--- config.mk ---
export PLATFORM = sky130hd
export DESIGN_NAME = keypad_scanner
export DESIGN_NICKNAME = d
export VERILOG_FILES = /design/src/rtl/keypad_scanner.sv
export SDC_FILE = /design/constraint.sdc
export NUM_CORES = 1
export LEC_CHECK = 0
export CELL_PAD_IN_SITES_DETAIL_PLACEMENT = 0
export CELL_PAD_IN_SITES_GLOBAL_PLACEMENT = 1
export CORE_ASPECT_RATIO = 0.9
export CORE_MARGIN = 2
export CORE_UTILIZATION = 44
export DETAILED_ROUTE_END_ITERATION = 6
export PLACE_DENSITY = 0.77
export SYNTH_ARGS = -nofsm -noshare
export SYNTH_HDL_FRONTEND = slang
export SYNTH_SLANG_ARGS = --single-unit
--- constraint.sdc ---
create_clock -name i_Clk -period 3.78 [get_ports i_Clk]
set_input_delay 0.756 -clock i_Clk [delete_from_list [all_inputs] [get_ports i_Clk]]
set_output_delay 0.756 -clock i_Clk [all_outputs]
set_load 0.02 [all_outputs]
--- src/rtl/keypad_scanner.sv ---
// keypad_scanner: row-strobed matrix keypad scanner with frame debounce; optional auto-repeat under KEYPAD_REPEAT_EN
module keypad_scanner #(
   parameter int ROWS        = 4,
   parameter int COLS        = 4,
   parameter int SCAN_DIV    = 16,
   parameter int DEBOUNCE    = 8,
   parameter int REPEAT_DLY  = 32,
   parameter int REPEAT_RATE = 8,
   localparam int KEY_W      = $clog2(ROWS*COLS)
) (
   input  logic             i_Clk,
   input  logic             i_Rst,
   input  logic [COLS-1:0]  i_Col,
   output logic [ROWS-1:0]  o_Row,
   output logic [KEY_W-1:0] o_Key,
   output logic             o_Valid,
   output logic             o_Held,
   output logic             o_Multi
);
   localparam int RW = $clog2(ROWS);
   localparam int DW = $clog2(SCAN_DIV);
   localparam int CW = $clog2(DEBOUNCE+1);

   if (ROWS < 2 || COLS < 2 || SCAN_DIV < 4 || DEBOUNCE < 1 || REPEAT_DLY < 1 || REPEAT_RATE < 1) begin : g_param_err
      $error("keypad_scanner: illegal parameter value");
   end

   typedef enum logic [1:0] {S_IDLE, S_DEBOUNCE, S_PRESSED, S_RELEASE} state_t;

   logic [COLS-1:0]  col_s1_q, col_s2_q;
   logic             active_q;
   logic [RW-1:0]    row_q;
   logic [DW-1:0]    dwell_q;
   logic [1:0]       acc_n_q;
   logic [KEY_W-1:0] acc_k_q;
   logic             acc_kp_q;
   logic             sample, frame_end;
   logic [1:0]       row_n, frame_n;
   logic [KEY_W-1:0] row_k, frame_k;
   logic             row_kp, frame_kp;
   state_t           state_q, state_d;
   logic [CW-1:0]    cnt_q, cnt_d;
   logic [KEY_W-1:0] cand_q, cand_d, key_q, key_d;
   logic             valid_q, valid_d, multi_q, multi_d;
`ifdef KEYPAD_REPEAT_EN
   localparam int REPW = $clog2((REPEAT_DLY > REPEAT_RATE ? REPEAT_DLY : REPEAT_RATE) + 1);
   logic [REPW-1:0]  rep_q, rep_d;
   logic             first_q, first_d;
`endif

   // Classify the current row sample and fold it into the running frame result (0, 1 or "2+" keys)
   always_comb begin
      row_n  = 2'd0;
      row_k  = '0;
      row_kp = 1'b0;
      for (int c = COLS-1; c >= 0; c--) begin
         if (!col_s2_q[c]) begin
            row_n = (row_n == 2'd0) ? 2'd1 : 2'd2;
            row_k = KEY_W'(int'(row_q)*COLS + c);
            if (KEY_W'(int'(row_q)*COLS + c) == key_q) row_kp = 1'b1;
         end
      end
      sample    = active_q && dwell_q == DW'(SCAN_DIV-1);
      frame_end = sample && row_q == RW'(ROWS-1);
      frame_n   = ({1'b0, acc_n_q} + {1'b0, row_n} > 3'd1) ? 2'd2 : (acc_n_q | row_n);
      frame_k   = (acc_n_q != 2'd0) ? acc_k_q : row_k;
      frame_kp  = acc_kp_q | row_kp;
   end

   // Column synchronizer, row/dwell scan counters and per-frame accumulator; scanning starts one cycle after reset
   always_ff @(posedge i_Clk) begin
      if (i_Rst) begin
         col_s1_q <= '1;
         col_s2_q <= '1;
         active_q <= 1'b0;
         row_q    <= '0;
         dwell_q  <= '0;
         acc_n_q  <= 2'd0;
         acc_k_q  <= '0;
         acc_kp_q <= 1'b0;
      end else begin
         col_s1_q <= i_Col;
         col_s2_q <= col_s1_q;
         active_q <= 1'b1;
         if (active_q) dwell_q <= sample ? '0 : dwell_q + 1'b1;
         if (sample) begin
            row_q    <= frame_end ? '0 : row_q + 1'b1;
            acc_n_q  <= frame_end ? 2'd0 : frame_n;
            acc_k_q  <= frame_end ? '0 : frame_k;
            acc_kp_q <= frame_end ? 1'b0 : frame_kp;
         end
      end
   end

   // Debounce state and registered key-event outputs
   always_ff @(posedge i_Clk) begin
      if (i_Rst) begin
         state_q <= S_IDLE;
         cnt_q   <= '0;
         cand_q  <= '0;
         key_q   <= '0;
         valid_q <= 1'b0;
         multi_q <= 1'b0;
`ifdef KEYPAD_REPEAT_EN
         rep_q   <= '0;
         first_q <= 1'b1;
`endif
      end else begin
         state_q <= state_d;
         cnt_q   <= cnt_d;
         cand_q  <= cand_d;
         key_q   <= key_d;
         valid_q <= valid_d;
         multi_q <= multi_d;
`ifdef KEYPAD_REPEAT_EN
         rep_q   <= rep_d;
         first_q <= first_d;
`endif
      end
   end

   // Frame-end transitions; counter thresholds are applied after the case so DEBOUNCE=1 accepts/releases immediately
   always_comb begin
      state_d = state_q;
      cnt_d   = cnt_q;
      cand_d  = cand_q;
      key_d   = key_q;
      valid_d = 1'b0;
      multi_d = frame_end ? (frame_n == 2'd2) : multi_q;
`ifdef KEYPAD_REPEAT_EN
      rep_d   = rep_q;
      first_d = first_q;
`endif
      if (frame_end) begin
         case (state_q)
            S_IDLE: if (frame_n == 2'd1) begin
               state_d = S_DEBOUNCE;
               cand_d  = frame_k;
               cnt_d   = CW'(1);
            end
            S_DEBOUNCE: if (frame_n == 2'd1 && frame_k == cand_q) cnt_d = cnt_q + 1'b1;
               else begin
                  state_d = S_IDLE;
                  cnt_d   = '0;
               end
            S_PRESSED: if (!frame_kp) begin
               state_d = S_RELEASE;
               cnt_d   = CW'(1);
            end
            S_RELEASE: if (frame_kp) begin
               state_d = S_PRESSED;
               cnt_d   = '0;
            end else cnt_d = cnt_q + 1'b1;
         endcase
         if (state_d == S_DEBOUNCE && cnt_d >= CW'(DEBOUNCE)) begin
            state_d = S_PRESSED;
            key_d   = cand_d;
            valid_d = 1'b1;
            cnt_d   = '0;
         end
         if (state_d == S_RELEASE && cnt_d >= CW'(DEBOUNCE)) begin
            state_d = S_IDLE;
            cnt_d   = '0;
         end
`ifdef KEYPAD_REPEAT_EN
         if (state_q == S_PRESSED && state_d == S_PRESSED) begin
            rep_d = rep_q + 1'b1;
            if (rep_d == (first_q ? REPW'(REPEAT_DLY) : REPW'(REPEAT_RATE))) begin
               valid_d = 1'b1;
               rep_d   = '0;
               first_d = 1'b0;
            end
         end
         if (state_d == S_IDLE) begin
            rep_d   = '0;
            first_d = 1'b1;
         end
`endif
      end
   end

   // Row drive and status outputs
   always_comb begin
      o_Row   = active_q ? ~(ROWS'(1) << row_q) : '1;
      o_Key   = key_q;
      o_Valid = valid_q;
      o_Held  = state_q == S_PRESSED || state_q == S_RELEASE;
      o_Multi = multi_q;
   end
endmodule

# --- Yosys cells after proc, flatten, opt, wreduce, memory -nomap -nowiden ---
# Index checks and enable logic that the tools add are counted.
totals:
  regBits: 38
  wordCells: 105
  output_inout_bits: 11
  input_bits: 6
classes:
  reduce_logical: 13
  shifts: 1
  n_mux: 49
  n_bitwise: 4
  order_cmp: 3
  eq_ne: 14
  n_addsub: 7
ops:
  columns: ["cell", "n"]
  rows:
  - ["$mux 4", 18]
  - ["$mux 2", 17]
  - ["$eq 4x4->1", 5]
  - ["$pmux 4 s4", 1]
  - ["$add 4x1->4 const B", 3]
  - ["$mux 1", 12]
  - ["$eq 2x2->1 const B", 5]
  - ["$add 4x2->4 const B", 2]
  - ["$ge 4x4->1 const B", 2]
  - ["$logic_not 2->1", 4]
  - ["$pmux 2 s4", 1]
  - ["$eq 2x1->1 const B", 3]
  - ["$logic_and 1x1->1", 5]
  - ["$eq 4x4->1 const B", 1]
  - ["$not 4->4", 1]
  - ["$shl 1x2->4 const A", 1]
  - ["$add 2x2->3", 1]
  - ["$gt 3x1->1 const B", 1]
  - ["$add 2x1->2 const B", 1]
  - ["$or 2x2->2", 1]
  - ["$reduce_and 2->1", 1]
  - ["$reduce_bool 2->1", 1]
  - ["$reduce_or 2->1", 1]
  - ["$logic_or 1x1->1", 1]
  - ["other kinds (2)", 2]

# --- Depth between registers and ports, before layout ---
depth:
  ltp_word: 25
  depth_mapped: 13

# --- Worst setup path after synthesis ---
# Ideal clock, no wire load.
synth_path:
  path_type: "flip-flop to flip-flop"
  start: "register col_s2_q[2]"
  end: "register key_q[0] (netlist: o_Key[0])"
  path_slack_ns: 0.453
  path_stages_with_launch: 13
  setup_time_ns: 0.121
  t_required_ns: 3.659
  n_path_buf: 0
  arrival_time_ns: 3.206
  synth_period_minus_slack_ns: 3.327
  path_cell_list: "dfxtp_1 -> inv_1 -> ha_1 -> or3_1 -> a32oi_1 -> and2_1 -> fa_1 -> nor3b_1 -> and3_1 -> o211ai_2 -> a211oi_4 -> nand3_4 -> mux2_4"
synth_via:
  elab_chain_cells: 18
  elab_cells_between_ends: 42
  cone_classes: "add/sub: 1; order compare: 2; eq/ne: 3; mux: 29; bitwise: 2; reduce/logical: 5"
synth_rtl:
  columns: ["item", "line", "source"]
  rows:
  - ["start, declared", "30", "logic [COLS-1:0] col_s1_q, col_s2_q;"]
  - ["start signal, assigned", "83", "col_s2_q <= col_s1_q;"]
  - ["$mux 2", "57", "if (!col_s2_q[c]) begin"]
  - ["$logic_not 2->1", "58", "row_n = (row_n == 2'd0) ? 2'd1 : 2'd2;"]
  - ["$mux 2", "58", null]
  - ["$mux 2", "57", null]
  - ["$logic_not 2->1", "58", null]
  - ["$mux 2", "58", null]
  - ["$mux 2", "57", null]
  - ["$add 2x2->3", "65", "frame_n = ({1'b0, acc_n_q} + {1'b0, row_n} > 3'd1) ? 2'd2 : (acc_n_q | row_n);"]
  - ["[... 2 more ...]", null, null]
  - ["$eq 2x1->1", "136, 141", null]
  - ["$logic_and 1x1->1", "141", "S_DEBOUNCE: if (frame_n == 2'd1 && frame_k == cand_q) cnt_d = cnt_q + 1'b1;"]
  - ["$mux 4 / $mux 2 (equally long branches)", "141", null]
  - ["$pmux 4 s4 / $pmux 2 s4 (equally long branches)", "135", "case (state_q)"]
  - ["$mux 4 / $mux 2 (equally long branches)", "134", "if (frame_end) begin"]
  - ["$ge 4x4->1 / $eq 2x1->1 (equally long branches)", "155", "if (state_d == S_DEBOUNCE && cnt_d >= CW'(DEBOUNCE)) begin"]
  - ["$logic_and 1x1->1", "155", null]
  - ["$reduce_and 2->1 (no line)", null, null]
  - ["end signal, assigned", "112", "key_q <= key_d;"]
  - ["end, declared", "43", "logic [KEY_W-1:0] cand_q, cand_d, key_q, key_d;"]
# Parallel ways exist; a longest one is shown, timed or not. The select of a mux whose other input is x is not followed.
# A chain may end at the register's enable or synchronous reset.

# --- Worst setup path after layout ---
layout_path:
  start: "register col_s2_q[2]"
  end: "register key_q[1] (netlist: o_Key[1])"
# Same word-level chain as after synthesis.

==> metrics.cfg <==
[clock_network]
cts_buffers = 5
cts_setup_buffers = 0
cts_tree = done
h-tree-depth = 2
cts_root_buf = clkbuf_8
worstSkewPairLatency_ns = 0.30
cts_sinks = 38
clk_pin_slew_worst_paths_ns = 0.07
cts.path.max_buffers = 2

[timing]
drv_slew = 0
worst_slew_pin_slew_ns = 0.7474
skew_ns = 0.004742
period_share = 0.9443
fmax_ghz = 0.2802
hold_viol = 0
relSlewSlack = 0.4995
final-setup-viol-count = 0
tns_ns = 0
period_minus_slack_ns = 3.569

[place]
numPortBuffers = 16
placed_cells = 329
gp_congestion = 0.8174
hpwl_um = 3885

[synthesis]
yosys.area_share.xor_xnor = 0.02331
synth_cell_types = 61
synthArstFlopShare = 0
yosys.area_share.simple = 0.2370
synth_compound_area_frac = 0.2214
syn-num-nets = 279
avgSynthCellArea_um2 = 8.639
synth_area_um2 = 2255
yosysWarnings = 0
synthDominantCellAreaShare = 0.3374
synthMuxAreaShare = 0.05882
synth_area_leaders = dfxtp_1 (34%), ha_1 (6.1%), nand2_1 (4.5%)
synth_top_area_cell = dfxtp_1
syn_inst = 261
synth_seq_area_share = 0.3374
synth_top_family_by_area = simple AND/OR/NAND/NOR gates
synth_edf_count = 0
synthFlopType = dfxtp_1
ys_ff_latch = 38
synthAdderAreaFrac = 0.06992

[die]
die_h_um = 71.91
coreArea_um2 = 4895
die_area_um2 = 5714
fp.dieW_um = 79.46
ios = 17
initial_core_util = 0.4606
num_rows = 24

[layout]
syn_to_final_growth_pct = 12.43
mostFrequentLayoutCells = dfxtp_1 (38), nand2_1 (27), nor2_1 (25)
fin_cells = 337
drive_above_1_share = 0.1213
n_fill_cell = 463
multi_input_area_um2 = 1381
diodes = 0
final_common_cell = dfxtp_1
final_net_count = 289
regArea_um2 = 760.7

[global_route]
grt_pass1_wl_um = 8914
overflow = 0
antenna_found_initial = 0
track_usage = 0.2043
grt_max_degree = 24
grt_pass1_vias = 1788

[power]
comb_power_share = 0.090
powerDensity_nw_per_um2 = 309.7
pwr-share-seq = 0.527
clock_power_share = 0.383
switching_share = 0.2557
ir_worst_vdd_v = 0.0001967
p_leak_nw = 0.9774
internal_power_mw = 0.5844
switchingPower_mw = 0.2007

[worst_setup_path]
ff2ff_path_depth = 12
ff2ff_setup_slack_ns = 0.21
crit_path_end_kind = flop
cp.arrival_ns = 3.76
r2r_start = col_s2_q[2]
worstPathMaxFanout = 6
start_kind = flop
rr_endpoint = o_Key[1]
startpoint = col_s2_q[2]
worstSetupPathType = flop to flop
crit_path_end = o_Key[1]
required_ns = 3.97

[routing]
routed_wl_um = 5378
drtIter0Drc = 79
vias = 1887
firstDrtPassIters = 4
antenna_left = 0
drc_errors = 0
wl_per_cell_um = 15.96
vias_per_cell = 5.599

[flow_run]
maxCapViolations = 0

[min_path]
worstHoldPathType = flop to flop

[run_status]
outcome = complete, no violations

## kinds of logic after synthesis
kind of cell               after synthesis
xor gates and xnor gates                 6
AOI/OAI and AO/OA                       63
buffers and inverters                   28
and+or+nand+nor                        102
DFF                                     38
adders and majority gates               12
muxes                                   12
## stage by stage
| stage | total power, mW | cell area [um^2] | util | setup slack [ns] | hold slack [ns] |
|---|---|---|---|---|---|
| CTS | 0.7913 | 2530 | 0.5169 | 0.1300 | 0.4192 |
| floorplan | 0.4753 | 2255 | - | 0.4527 | 0.3895 |
| detailed placement | 0.4933 | 2439 | 0.4982 | 0.1663 | 0.3983 |
| global route | 0.8136 | 2535 | 0.5179 | -0.01814 | 0.4366 |
| finish | 0.7851 | 2535 | 0.5179 | 0.2106 | 0.4169 |
| global placement | 0.4928 | 2439 | 0.4982 | 0.2815 | 0.3915 |
## how the worst min path moves through the flow
| stage | startpoint | endpoint | slack (ns) | cells past startpoint |
|---|---|---|---|---|
| after CTS | col_s1_q[1] | col_s2_q[1] | 0.42 | 1 |
| after detailed placement | col_s1_q[0] | col_s2_q[0] | 0.40 | 1 |
| final | col_s1_q[1] | col_s2_q[1] | 0.42 | 1 |
| after global routing | col_s1_q[0] | col_s2_q[0] | 0.44 | 1 |
| after global placement | col_s1_q[1] | col_s2_q[1] | 0.39 | 1 |
| after floorplan | col_s1_q[0] | col_s2_q[0] | 0.39 | 1 |
## synth_stat cells, drive strengths merged, types with 3 or more instances
cell type   n
a211oi      6
a21oi      12
a22oi       4
a32o        3
and2        5
and3        4
buf         5
clkbuf      9
dfxtp      38
ha         11
inv        14
mux2        4
mux2i       8
nand2      27
nand3       4
nor2       25
nor2b       6
nor3        7
o211ai      3
o21ai      12
o31ai       3
or2         9
xor2        4
## worst max-delay path, stage by stage, from the launching register on
cell      delay [ns]
dfxtp_1         0.42
inv_1           0.07
ha_1            0.31
or3_1           0.39
a32oi_1         0.26
and2_1          0.17
fa_1            0.46
nor3b_2         0.27
and3_1          0.23
o211ai_2        0.12
a211oi_4        0.25
nand3_4         0.18
mux2_4          0.34
## timing repair
item / 4_1_cts / 5_1_grt
gates resized for setup: 0 / 1
endpoints found under the hold margin: 0 / 0
hold buffers: 0 / 0
endpoints found under the setup margin: 0 / 4
## power by group through the flow
stage / Clock, mW / Sequential, mW / Combinational (mW)
6_report: 0.300 / 0.414 / 0.0707
4_1_cts: 0.307 / 0.414 / 0.0703
2_1_floorplan: 0 / 0.419 / 0.0561
3_3_place_gp: 0 / 0.423 / 0.0694
3_5_place_dp: 0 / 0.423 / 0.0699
5_1_grt: 0.319 / 0.415 / 0.0787
## layer usage
| metal | GRT usage | routed length (um) |
|---|---|---|
| met1 | 0.2876 | 2708 |
| met2 | 0.3081 | 2452 |
| met3 | 0.03731 | 133 |
| met4 | 0.08812 | 85 |
| met5 | 0 | 0 |
## flip-flops by register name, indices dropped and copies added (netlist names), 4 cells and up
register / flops
acc_k_q: 4
cand_q: 4
cnt_q: 4
col_s1_q: 4
col_s2_q: 4
dwell_q: 4
o_Key: 4
## cell type report
| class | count | share of cell area |
|---|---|---|
| timing repair buffer | 17 | 0.06614 |
| clock inverter | 1 | 0.001974 |
| sequential | 38 | 0.3001 |
| multi-input combinational | 195 | 0.5449 |
| tap | 65 | 0.03208 |
| clock buffer | 7 | 0.03406 |
| inverter | 14 | 0.02073 |
Note: power is estimated with default switching activity, not from simulation.
